===== config.mk =====
export PLATFORM = sky130hd
export DESIGN_NAME = alu_arbiter_flat
export DESIGN_NICKNAME = d
export VERILOG_FILES = /design/src/rtl/alu_pkg.sv /design/src/rtl/alu_arbiter_if.sv /design/src/rtl/alu_arbiter_arb.sv /design/src/rtl/alu_arbiter.sv /design/src/flat_wrapper.sv
export SDC_FILE = /design/constraint.sdc
export NUM_CORES = 1
export LEC_CHECK = 0
export CORE_MARGIN = 1
export CORE_UTILIZATION = 38
export DETAILED_ROUTE_END_ITERATION = 16
export HOLD_SLACK_MARGIN = 0.06
export PLACE_DENSITY = 0.86
export SKIP_CTS_REPAIR_TIMING = 1
export SYNTH_ARGS = -nofsm -noshare
export SYNTH_HDL_FRONTEND = slang
export SYNTH_HIERARCHICAL = 1
export SYNTH_SLANG_ARGS = --single-unit

===== constraint.sdc =====
create_clock -name clk -period 1.9 [get_ports clk]
set_clock_uncertainty 0.1 [all_clocks]
set_input_delay 0.38 -clock clk [delete_from_list [all_inputs] [get_ports clk]]
set_output_delay 0.38 -clock clk [all_outputs]
set_load 0.02 [all_outputs]

===== src/rtl/alu_pkg.sv =====
// Shared definitions for the ALU arbiter slice: default widths, ALU opcodes
// and the arbiter FSM state encoding.
package alu_pkg;

    localparam int unsigned DEF_DATA_W = 32;
    localparam int unsigned DEF_OP_W   = 3;

    // Opcodes understood by the combinational ALU
    localparam logic [2:0] OP_ADD   = 3'b100;
    localparam logic [2:0] OP_NEG   = 3'b010;
    localparam logic [2:0] OP_SUB   = 3'b001;
    localparam logic [2:0] OP_PASSA = 3'b111;

    typedef enum logic [1:0] {
        IDLE = 2'd0,
        EXEC = 2'd1,
        RESP = 2'd2
    } state_t;

endpackage


===== src/rtl/alu_arbiter_if.sv =====
// Bus bundle between the two ALU requesters, the ALU and the response consumer.
// Ports:
//   req0_*/req1_* : valid/ready request channels (op, a, b)
//   alu_*         : operands out to the ALU, result and Z/N flags back
//   rsp_*         : valid/ready response channel (id, data, z, n, err)
// Modports: master = environment (requesters, ALU, consumer), slave = arbiter.
interface alu_arbiter_if
    import alu_pkg::*;
#(
    parameter int unsigned DATA_W = DEF_DATA_W,
    parameter int unsigned OP_W   = DEF_OP_W
);

    logic              req0_valid;
    logic              req0_ready;
    logic [OP_W-1:0]   req0_op;
    logic [DATA_W-1:0] req0_a;
    logic [DATA_W-1:0] req0_b;

    logic              req1_valid;
    logic              req1_ready;
    logic [OP_W-1:0]   req1_op;
    logic [DATA_W-1:0] req1_a;
    logic [DATA_W-1:0] req1_b;

    logic [OP_W-1:0]   alu_op;
    logic [DATA_W-1:0] alu_a;
    logic [DATA_W-1:0] alu_b;
    logic [DATA_W-1:0] alu_out;
    logic              alu_z;
    logic              alu_n;

    logic              rsp_valid;
    logic              rsp_ready;
    logic              rsp_id;
    logic [DATA_W-1:0] rsp_data;
    logic              rsp_z;
    logic              rsp_n;
    logic              rsp_err;

    modport master (
        output req0_valid, req0_op, req0_a, req0_b,
        input  req0_ready,
        output req1_valid, req1_op, req1_a, req1_b,
        input  req1_ready,
        input  alu_op, alu_a, alu_b,
        output alu_out, alu_z, alu_n,
        input  rsp_valid, rsp_id, rsp_data, rsp_z, rsp_n, rsp_err,
        output rsp_ready
    );

    modport slave (
        input  req0_valid, req0_op, req0_a, req0_b,
        output req0_ready,
        input  req1_valid, req1_op, req1_a, req1_b,
        output req1_ready,
        output alu_op, alu_a, alu_b,
        input  alu_out, alu_z, alu_n,
        output rsp_valid, rsp_id, rsp_data, rsp_z, rsp_n, rsp_err,
        input  rsp_ready
    );

endinterface


===== src/rtl/alu_arbiter_arb.sv =====
// Combinational 2-way round-robin picker.
// Ports:
//   valid[1:0]  : request valids
//   last_grant  : index of the previous winner (loses a tie)
//   grant[1:0]  : one-hot grant, zero when nothing is valid
//   winner      : index of the granted requester (0 when nothing is valid)
module rr_arb2 (
    input  logic [1:0] valid,
    input  logic       last_grant,
    output logic [1:0] grant,
    output logic       winner
);

    always_comb begin
        winner = 1'b0;
        grant  = 2'b00;
        case (valid)
            2'b01:   winner = 1'b0;
            2'b10:   winner = 1'b1;
            2'b11:   winner = ~last_grant;
            default: winner = 1'b0;
        endcase
        if (|valid) begin
            grant = winner ? 2'b10 : 2'b01;
        end
    end

endmodule


===== src/rtl/alu_arbiter.sv =====
// Shares one combinational ALU between the PC/branch path (requester 0) and the
// execute stage (requester 1). Round-robin arbitration, registered operands,
// captured result/flags returned with the requester id over valid/ready.
// Ports:
//   clk, rst : clock, synchronous active-high reset
//   bus      : alu_arbiter_if.slave (request, ALU and response channels)
//   stat_cnt0/stat_cnt1/stat_err_cnt : response statistics, present only when
//              ALU_ARB_STATS_EN is defined
module alu_arbiter
    import alu_pkg::*;
#(
    parameter int unsigned DATA_W = DEF_DATA_W,
    parameter int unsigned OP_W   = DEF_OP_W
) (
    input  logic          clk,
    input  logic          rst,
    alu_arbiter_if.slave  bus
`ifdef ALU_ARB_STATS_EN
    ,
    output logic [15:0]   stat_cnt0,
    output logic [15:0]   stat_cnt1,
    output logic [7:0]    stat_err_cnt
`endif
);

    state_t            state, state_nxt;
    logic              last_grant;
    logic [OP_W-1:0]   op_q;
    logic [DATA_W-1:0] a_q, b_q;
    logic              err_q;

    logic              rsp_valid_q, rsp_id_q, rsp_z_q, rsp_n_q, rsp_err_q;
    logic [DATA_W-1:0] rsp_data_q;

    logic [1:0]        grant;
    logic              winner;
    logic              accept_c, capture_c, handshake_c;
    logic              ready0_c, ready1_c;

    logic [OP_W-1:0]   sel_op;
    logic [DATA_W-1:0] sel_a, sel_b;
    logic              sel_legal;

    rr_arb2 u_arb (
        .valid      ({bus.req1_valid, bus.req0_valid}),
        .last_grant (last_grant),
        .grant      (grant),
        .winner     (winner)
    );

    // Winner's request and its opcode legality
    always_comb begin
        sel_op    = winner ? bus.req1_op : bus.req0_op;
        sel_a     = winner ? bus.req1_a  : bus.req0_a;
        sel_b     = winner ? bus.req1_b  : bus.req0_b;
        sel_legal = (sel_op == OP_W'(OP_ADD)) || (sel_op == OP_W'(OP_NEG)) ||
                    (sel_op == OP_W'(OP_SUB)) || (sel_op == OP_W'(OP_PASSA));
    end

    // FSM state register
    always_ff @(posedge clk) begin
        if (rst) begin
            state <= IDLE;
        end else begin
            state <= state_nxt;
        end
    end

    // FSM next state and strobes; ready is only ever offered in IDLE
    always_comb begin
        state_nxt   = state;
        accept_c    = 1'b0;
        capture_c   = 1'b0;
        handshake_c = 1'b0;
        ready0_c    = 1'b0;
        ready1_c    = 1'b0;
        case (state)
            IDLE: begin
                if (|grant) begin
                    accept_c  = 1'b1;
                    ready0_c  = grant[0];
                    ready1_c  = grant[1];
                    state_nxt = EXEC;
                end
            end
            EXEC: begin
                capture_c = 1'b1;
                state_nxt = RESP;
            end
            RESP: begin
                if (bus.rsp_ready) begin
                    handshake_c = 1'b1;
                    state_nxt   = IDLE;
                end
            end
            default: state_nxt = IDLE;
        endcase
    end

    // Operand and response registers
    always_ff @(posedge clk) begin
        if (rst) begin
            last_grant  <= 1'b1;
            op_q        <= OP_W'(OP_PASSA);
            a_q         <= '0;
            b_q         <= '0;
            err_q       <= 1'b0;
            rsp_valid_q <= 1'b0;
            rsp_id_q    <= 1'b0;
            rsp_data_q  <= '0;
            rsp_z_q     <= 1'b0;
            rsp_n_q     <= 1'b0;
            rsp_err_q   <= 1'b0;
        end else begin
            if (accept_c) begin
                last_grant <= winner;
                rsp_id_q   <= winner;
                a_q        <= sel_a;
                b_q        <= sel_b;
                // Illegal opcodes run as a harmless pass-A and are flagged
                op_q       <= sel_legal ? sel_op : OP_W'(OP_PASSA);
                err_q      <= ~sel_legal;
            end
            if (capture_c) begin
                rsp_valid_q <= 1'b1;
                rsp_err_q   <= err_q;
                rsp_data_q  <= err_q ? '0 : bus.alu_out;
                rsp_z_q     <= err_q ? 1'b0 : bus.alu_z;
                rsp_n_q     <= err_q ? 1'b0 : bus.alu_n;
            end
            if (handshake_c) begin
                rsp_valid_q <= 1'b0;
                rsp_err_q   <= 1'b0;
            end
        end
    end

`ifdef ALU_ARB_STATS_EN
    // Per-requester response counters (wrapping) and illegal-op counter (saturating)
    always_ff @(posedge clk) begin
        if (rst) begin
            stat_cnt0    <= 16'd0;
            stat_cnt1    <= 16'd0;
            stat_err_cnt <= 8'd0;
        end else if (handshake_c) begin
            if (rsp_id_q) begin
                stat_cnt1 <= stat_cnt1 + 16'd1;
            end else begin
                stat_cnt0 <= stat_cnt0 + 16'd1;
            end
            if (rsp_err_q && (stat_err_cnt != 8'hFF)) begin
                stat_err_cnt <= stat_err_cnt + 8'd1;
            end
        end
    end
`endif

    assign bus.req0_ready = ready0_c;
    assign bus.req1_ready = ready1_c;
    assign bus.alu_op     = op_q;
    assign bus.alu_a      = a_q;
    assign bus.alu_b      = b_q;
    assign bus.rsp_valid  = rsp_valid_q;
    assign bus.rsp_id     = rsp_id_q;
    assign bus.rsp_data   = rsp_data_q;
    assign bus.rsp_z      = rsp_z_q;
    assign bus.rsp_n      = rsp_n_q;
    assign bus.rsp_err    = rsp_err_q;

endmodule


===== src/flat_wrapper.sv =====
// flat-port wrapper written by rule: the top's interface ports become plain ports
module alu_arbiter_flat import alu_pkg::*;
#(
    parameter int unsigned DATA_W = DEF_DATA_W,
    parameter int unsigned OP_W   = DEF_OP_W
)
  (clk, rst, bus_req0_valid, bus_req0_op, bus_req0_a, bus_req0_b, bus_req0_ready, bus_req1_valid, bus_req1_op, bus_req1_a, bus_req1_b, bus_req1_ready, bus_alu_op, bus_alu_a, bus_alu_b, bus_alu_out, bus_alu_z, bus_alu_n, bus_rsp_valid, bus_rsp_id, bus_rsp_data, bus_rsp_z, bus_rsp_n, bus_rsp_err, bus_rsp_ready);
  alu_arbiter_if #(.DATA_W(DATA_W), .OP_W(OP_W)) bus_i ();
  input  logic clk;
  input  logic rst;
  input wire logic [$bits(bus_i.req0_valid)-1:0] bus_req0_valid;
  input wire logic [$bits(bus_i.req0_op)-1:0] bus_req0_op;
  input wire logic [$bits(bus_i.req0_a)-1:0] bus_req0_a;
  input wire logic [$bits(bus_i.req0_b)-1:0] bus_req0_b;
  output wire logic [$bits(bus_i.req0_ready)-1:0] bus_req0_ready;
  input wire logic [$bits(bus_i.req1_valid)-1:0] bus_req1_valid;
  input wire logic [$bits(bus_i.req1_op)-1:0] bus_req1_op;
  input wire logic [$bits(bus_i.req1_a)-1:0] bus_req1_a;
  input wire logic [$bits(bus_i.req1_b)-1:0] bus_req1_b;
  output wire logic [$bits(bus_i.req1_ready)-1:0] bus_req1_ready;
  output wire logic [$bits(bus_i.alu_op)-1:0] bus_alu_op;
  output wire logic [$bits(bus_i.alu_a)-1:0] bus_alu_a;
  output wire logic [$bits(bus_i.alu_b)-1:0] bus_alu_b;
  input wire logic [$bits(bus_i.alu_out)-1:0] bus_alu_out;
  input wire logic [$bits(bus_i.alu_z)-1:0] bus_alu_z;
  input wire logic [$bits(bus_i.alu_n)-1:0] bus_alu_n;
  output wire logic [$bits(bus_i.rsp_valid)-1:0] bus_rsp_valid;
  output wire logic [$bits(bus_i.rsp_id)-1:0] bus_rsp_id;
  output wire logic [$bits(bus_i.rsp_data)-1:0] bus_rsp_data;
  output wire logic [$bits(bus_i.rsp_z)-1:0] bus_rsp_z;
  output wire logic [$bits(bus_i.rsp_n)-1:0] bus_rsp_n;
  output wire logic [$bits(bus_i.rsp_err)-1:0] bus_rsp_err;
  input wire logic [$bits(bus_i.rsp_ready)-1:0] bus_rsp_ready;
  assign bus_i.req0_valid = bus_req0_valid;
  assign bus_i.req0_op = bus_req0_op;
  assign bus_i.req0_a = bus_req0_a;
  assign bus_i.req0_b = bus_req0_b;
  assign bus_req0_ready = bus_i.req0_ready;
  assign bus_i.req1_valid = bus_req1_valid;
  assign bus_i.req1_op = bus_req1_op;
  assign bus_i.req1_a = bus_req1_a;
  assign bus_i.req1_b = bus_req1_b;
  assign bus_req1_ready = bus_i.req1_ready;
  assign bus_alu_op = bus_i.alu_op;
  assign bus_alu_a = bus_i.alu_a;
  assign bus_alu_b = bus_i.alu_b;
  assign bus_i.alu_out = bus_alu_out;
  assign bus_i.alu_z = bus_alu_z;
  assign bus_i.alu_n = bus_alu_n;
  assign bus_rsp_valid = bus_i.rsp_valid;
  assign bus_rsp_id = bus_i.rsp_id;
  assign bus_rsp_data = bus_i.rsp_data;
  assign bus_rsp_z = bus_i.rsp_z;
  assign bus_rsp_n = bus_i.rsp_n;
  assign bus_rsp_err = bus_i.rsp_err;
  assign bus_i.rsp_ready = bus_rsp_ready;
  alu_arbiter #(.DATA_W(DATA_W), .OP_W(OP_W)) u_core (.clk(clk), .rst(rst), .bus(bus_i));
endmodule

==> metrics.txt <==
met1 usage 26.43%; GRT Util Overall 23.64%; crit-path max FO 38; Antenna Diode Count 0; 1st-iter DRT viols 248; layout net count 944; Critical Path RT 2.01 ns; Post-Syn Instances 503; FF+latch count, synth 108; Die Width 114.7 µm; CP Buf/Inv Count 3; Slowest-stage cell, CP clkdlybuf4s50_1; Overflow after GRT 0; M2 GR Usage 42.91%; CP startpoint bus_req1_valid; share of the synthesized area in the top cell type 44.81%; worst rel slew slack 68.90%; site row count 40; HPWL after detailed placement 11.68 mm; CP cell instances clkdlybuf4s50_1 -> buf_4 -> a21boi_4 -> buf_12 -> mux2i_1 -> a211oi_1; layout cells sized above 1 9.665%; CP startpoint kind input pin; largest net degree at the start of global routing 67; total iterations of the first detailed-routing run 5; Worst-Margin Slew 0.4659 ns; Reg clk slew, reported paths 0.08 ns; vias per cell 5.254; Worst Setup Slack, final -0.01889 ns; met3 Use GR 5.770%; clock latency on the worst-skew pair 0.34 ns; post-placement cell count 924; Seq/Total Area, Yosys 44.81%; number of global-route vias before repair 4,930; LEAKAGE 3.009 nW; RePlAce Congestion 0.7716; Final setup viols 3; post-synthesis area per instance 9.592 µm²; CP Data Arrival Time 2.03 ns; layout overhead on the synthesized area 71.19%; YS warnings 6; Initial Utilization 39.51%; Post-synth top flop dfxtp_1; Netlist cell types 32; Top Family by Delay on Critical Path buffers and inverters; post-synthesis cell area 4825 µm²; register area 2162 µm²; Cell Pwr Density 862.6 nW/µm²; Routed Wire Length 16.08 mm; Peak VDD IR 538.9 µV; syn nets 676; critical path class input pin to register; min-delay src u_core/bus.rsp_data[31]$_SDFFE_PP0N_; gr busiest metal met2; Max Fclk 521.1 MHz; H-Tree Depth 3; Setup crit end kind register; Yosys top cell by area dfxtp_1; number of synthesized flops with an enable pin 0; Clock Sinks 108; Port Buf Inserts 278; Die Span Y 114.7 µm; Hold Violations, Final 0; core area 12,210 µm²; synth top area cells dfxtp_1 45%, mux2i_1 13%, a21oi_1 10%; pre-CTS setup slack -0.4527 ns; Final Cycle Share 101.0%; Post-synth ARST share 0%; worst hold slack 0.3539 ns; number of max-cap violations 0; vias after detailed routing 4,960; cts bufs inserted 9; detailed-route wire length per cell 17.03 µm; Fillers 979; DRC 0; failing checks negative setup slack; final slew viol count 0; multi-input logic area 2434 µm²; Critical R2R Launch u_core/last_grant$_SDFFE_PP1P_; initial antenna violation count 0; Ports 279; CTS Root Cell clkbuf_16; CTS tree done; antenna violation net count after detailed routing 0; fin cells 944; die area 13,150 µm²; hold crit path type register to register; outcome finished, violations left; Max Root-Sink Buffers 2; wire length of the first global-routing pass 24.41 mm; CP max stage delay 0.48 ns; RSZ-0062 raised after global routing yes; crit path time final 1.919 ns
sequential cells by signal, indices dropped and copies added (netlist names):
name and count:
u_core/bus.alu_a 32, u_core/bus.alu_b 32, u_core/bus.alu_op 3, u_core/bus.rsp_data 32
u_core/bus.rsp_err 1, u_core/bus.rsp_id 1, u_core/bus.rsp_n 1, u_core/bus.rsp_valid 1
u_core/bus.rsp_z 1, u_core/err_q 1, u_core/last_grant 1, u_core/state 2
metal layers:
| layer | wire, µm | vias up |
|---|---|---|
| met5 | 0 | - |
| met1 | 6300 | 2332 |
| met2 | 8253 | 222 |
| met3 | 1162 | 28 |
| met4 | 359 | 0 |
| li1 | - | 2378 |
final cells by class:
class / instances / share of cell area [%]
clock buffers: 9 / 2.727
clock inverters: 7 / 1.091
inverters: 2 / 0.09090
multi-input cells: 340 / 29.47
flip-flops and latches: 108 / 26.18
well taps: 168 / 2.545
repair buffers: 310 / 37.90
worst min-delay path: stages, from the launching register on:
cell and delay [ns]:
dfxtp_1 0.32, nand2_1 0.05, a21oi_1 0.05
cell usage after synthesis (all sizes together), types with 3 or more instances:
master,count
a21oi,101
a211oi,66
nand2,35
nor2,9
clkbuf,17
nand3b,34
mux2i,65
dfxtp,108
o21ai,3
a2111oi,3
a21boi,3
nor2b,4
buf,36
cell families (layout without fill, tap and decap cells):
logic type             after synthesis  count (layout)  share of synthesized area (%)
flip-flops                         108             108                          44.81
AND/OR/NAND/NOR                     92              92                          10.68
buffers and inverters               55             328                          6.146
multiplexers                        65              65                          13.49
XOR/XNOR                             4               4                          1.297
AO/OA/AOI/OAI                      179             179                          23.57
where the power goes:
group | internal, mW | total [mW] | switching [mW]
sequential | 2.54 | 2.71 | 0.167
clock | 1.06 | 1.96 | 0.903
combinational | 1.26 | 2.45 | 1.19
total | 4.86 | 7.12 | 2.26
placed cells by master (no fill, tap or decap):
master           instances
clkdlybuf4s50_1        274
dfxtp_1                108
a21oi_1                101
mux2i_1                 62
a211oi_1                57
nand2_1                 35
nand3b_1                34
buf_4                   24
clkbuf_16               10
a211oi_2                 9
buf_12                   8
nor2_1                   6
inv_8                    3
nor2_4                   3
mux2i_2                  3
nor2b_1                  3
a2111oi_2                3
o21ai_0                  3
clkinv_4                 2
clkbuf_2                 2
and2_1                   2
or2_4                    2
nand2b_1                 2
inv_1                    2
xnor3_1                  2
a32oi_1                  2
nand3_1                  2
xnor2_1                  2
a21boi_2                 2
inv_6                    1
bufinv_16                1
dlymetal6s2s_1           1
nor2b_2                  1
nor3b_1                  1
nor3_1                   1
o311ai_1                 1
a21boi_4                 1
through the flow:
stage / area (µm²) / util (%) / total power [mW] / setup TNS, ns
floorplan: 4825 / - / 3.975 / 0
global placement: 7858 / 64.34 / 5.086 / -24.73
detailed placement: 7858 / 64.34 / 5.154 / -27.91
CTS: 8173 / 66.93 / 7.131 / -3.882
global route: 8259 / 67.63 / 7.457 / -0.4200
finish: 8259 / 67.63 / 7.124 / -0.02569
final timing paths:
check | end | depth (start not counted) | slack [ns]
setup / recovery | u_core/bus.alu_a[4]$_SDFFE_PP0P_ | 6 | -0.02
hold / removal | u_core/bus.rsp_data[31]$_SDFFE_PP0N_ | 2 | 0.35
setup reg to reg | u_core/bus.alu_a[4]$_SDFFE_PP0P_ | 5 | 0.13
hold reg to reg | u_core/bus.rsp_data[31]$_SDFFE_PP0N_ | 2 | 0.35
Note: power is estimated with default switching activity, not from simulation.
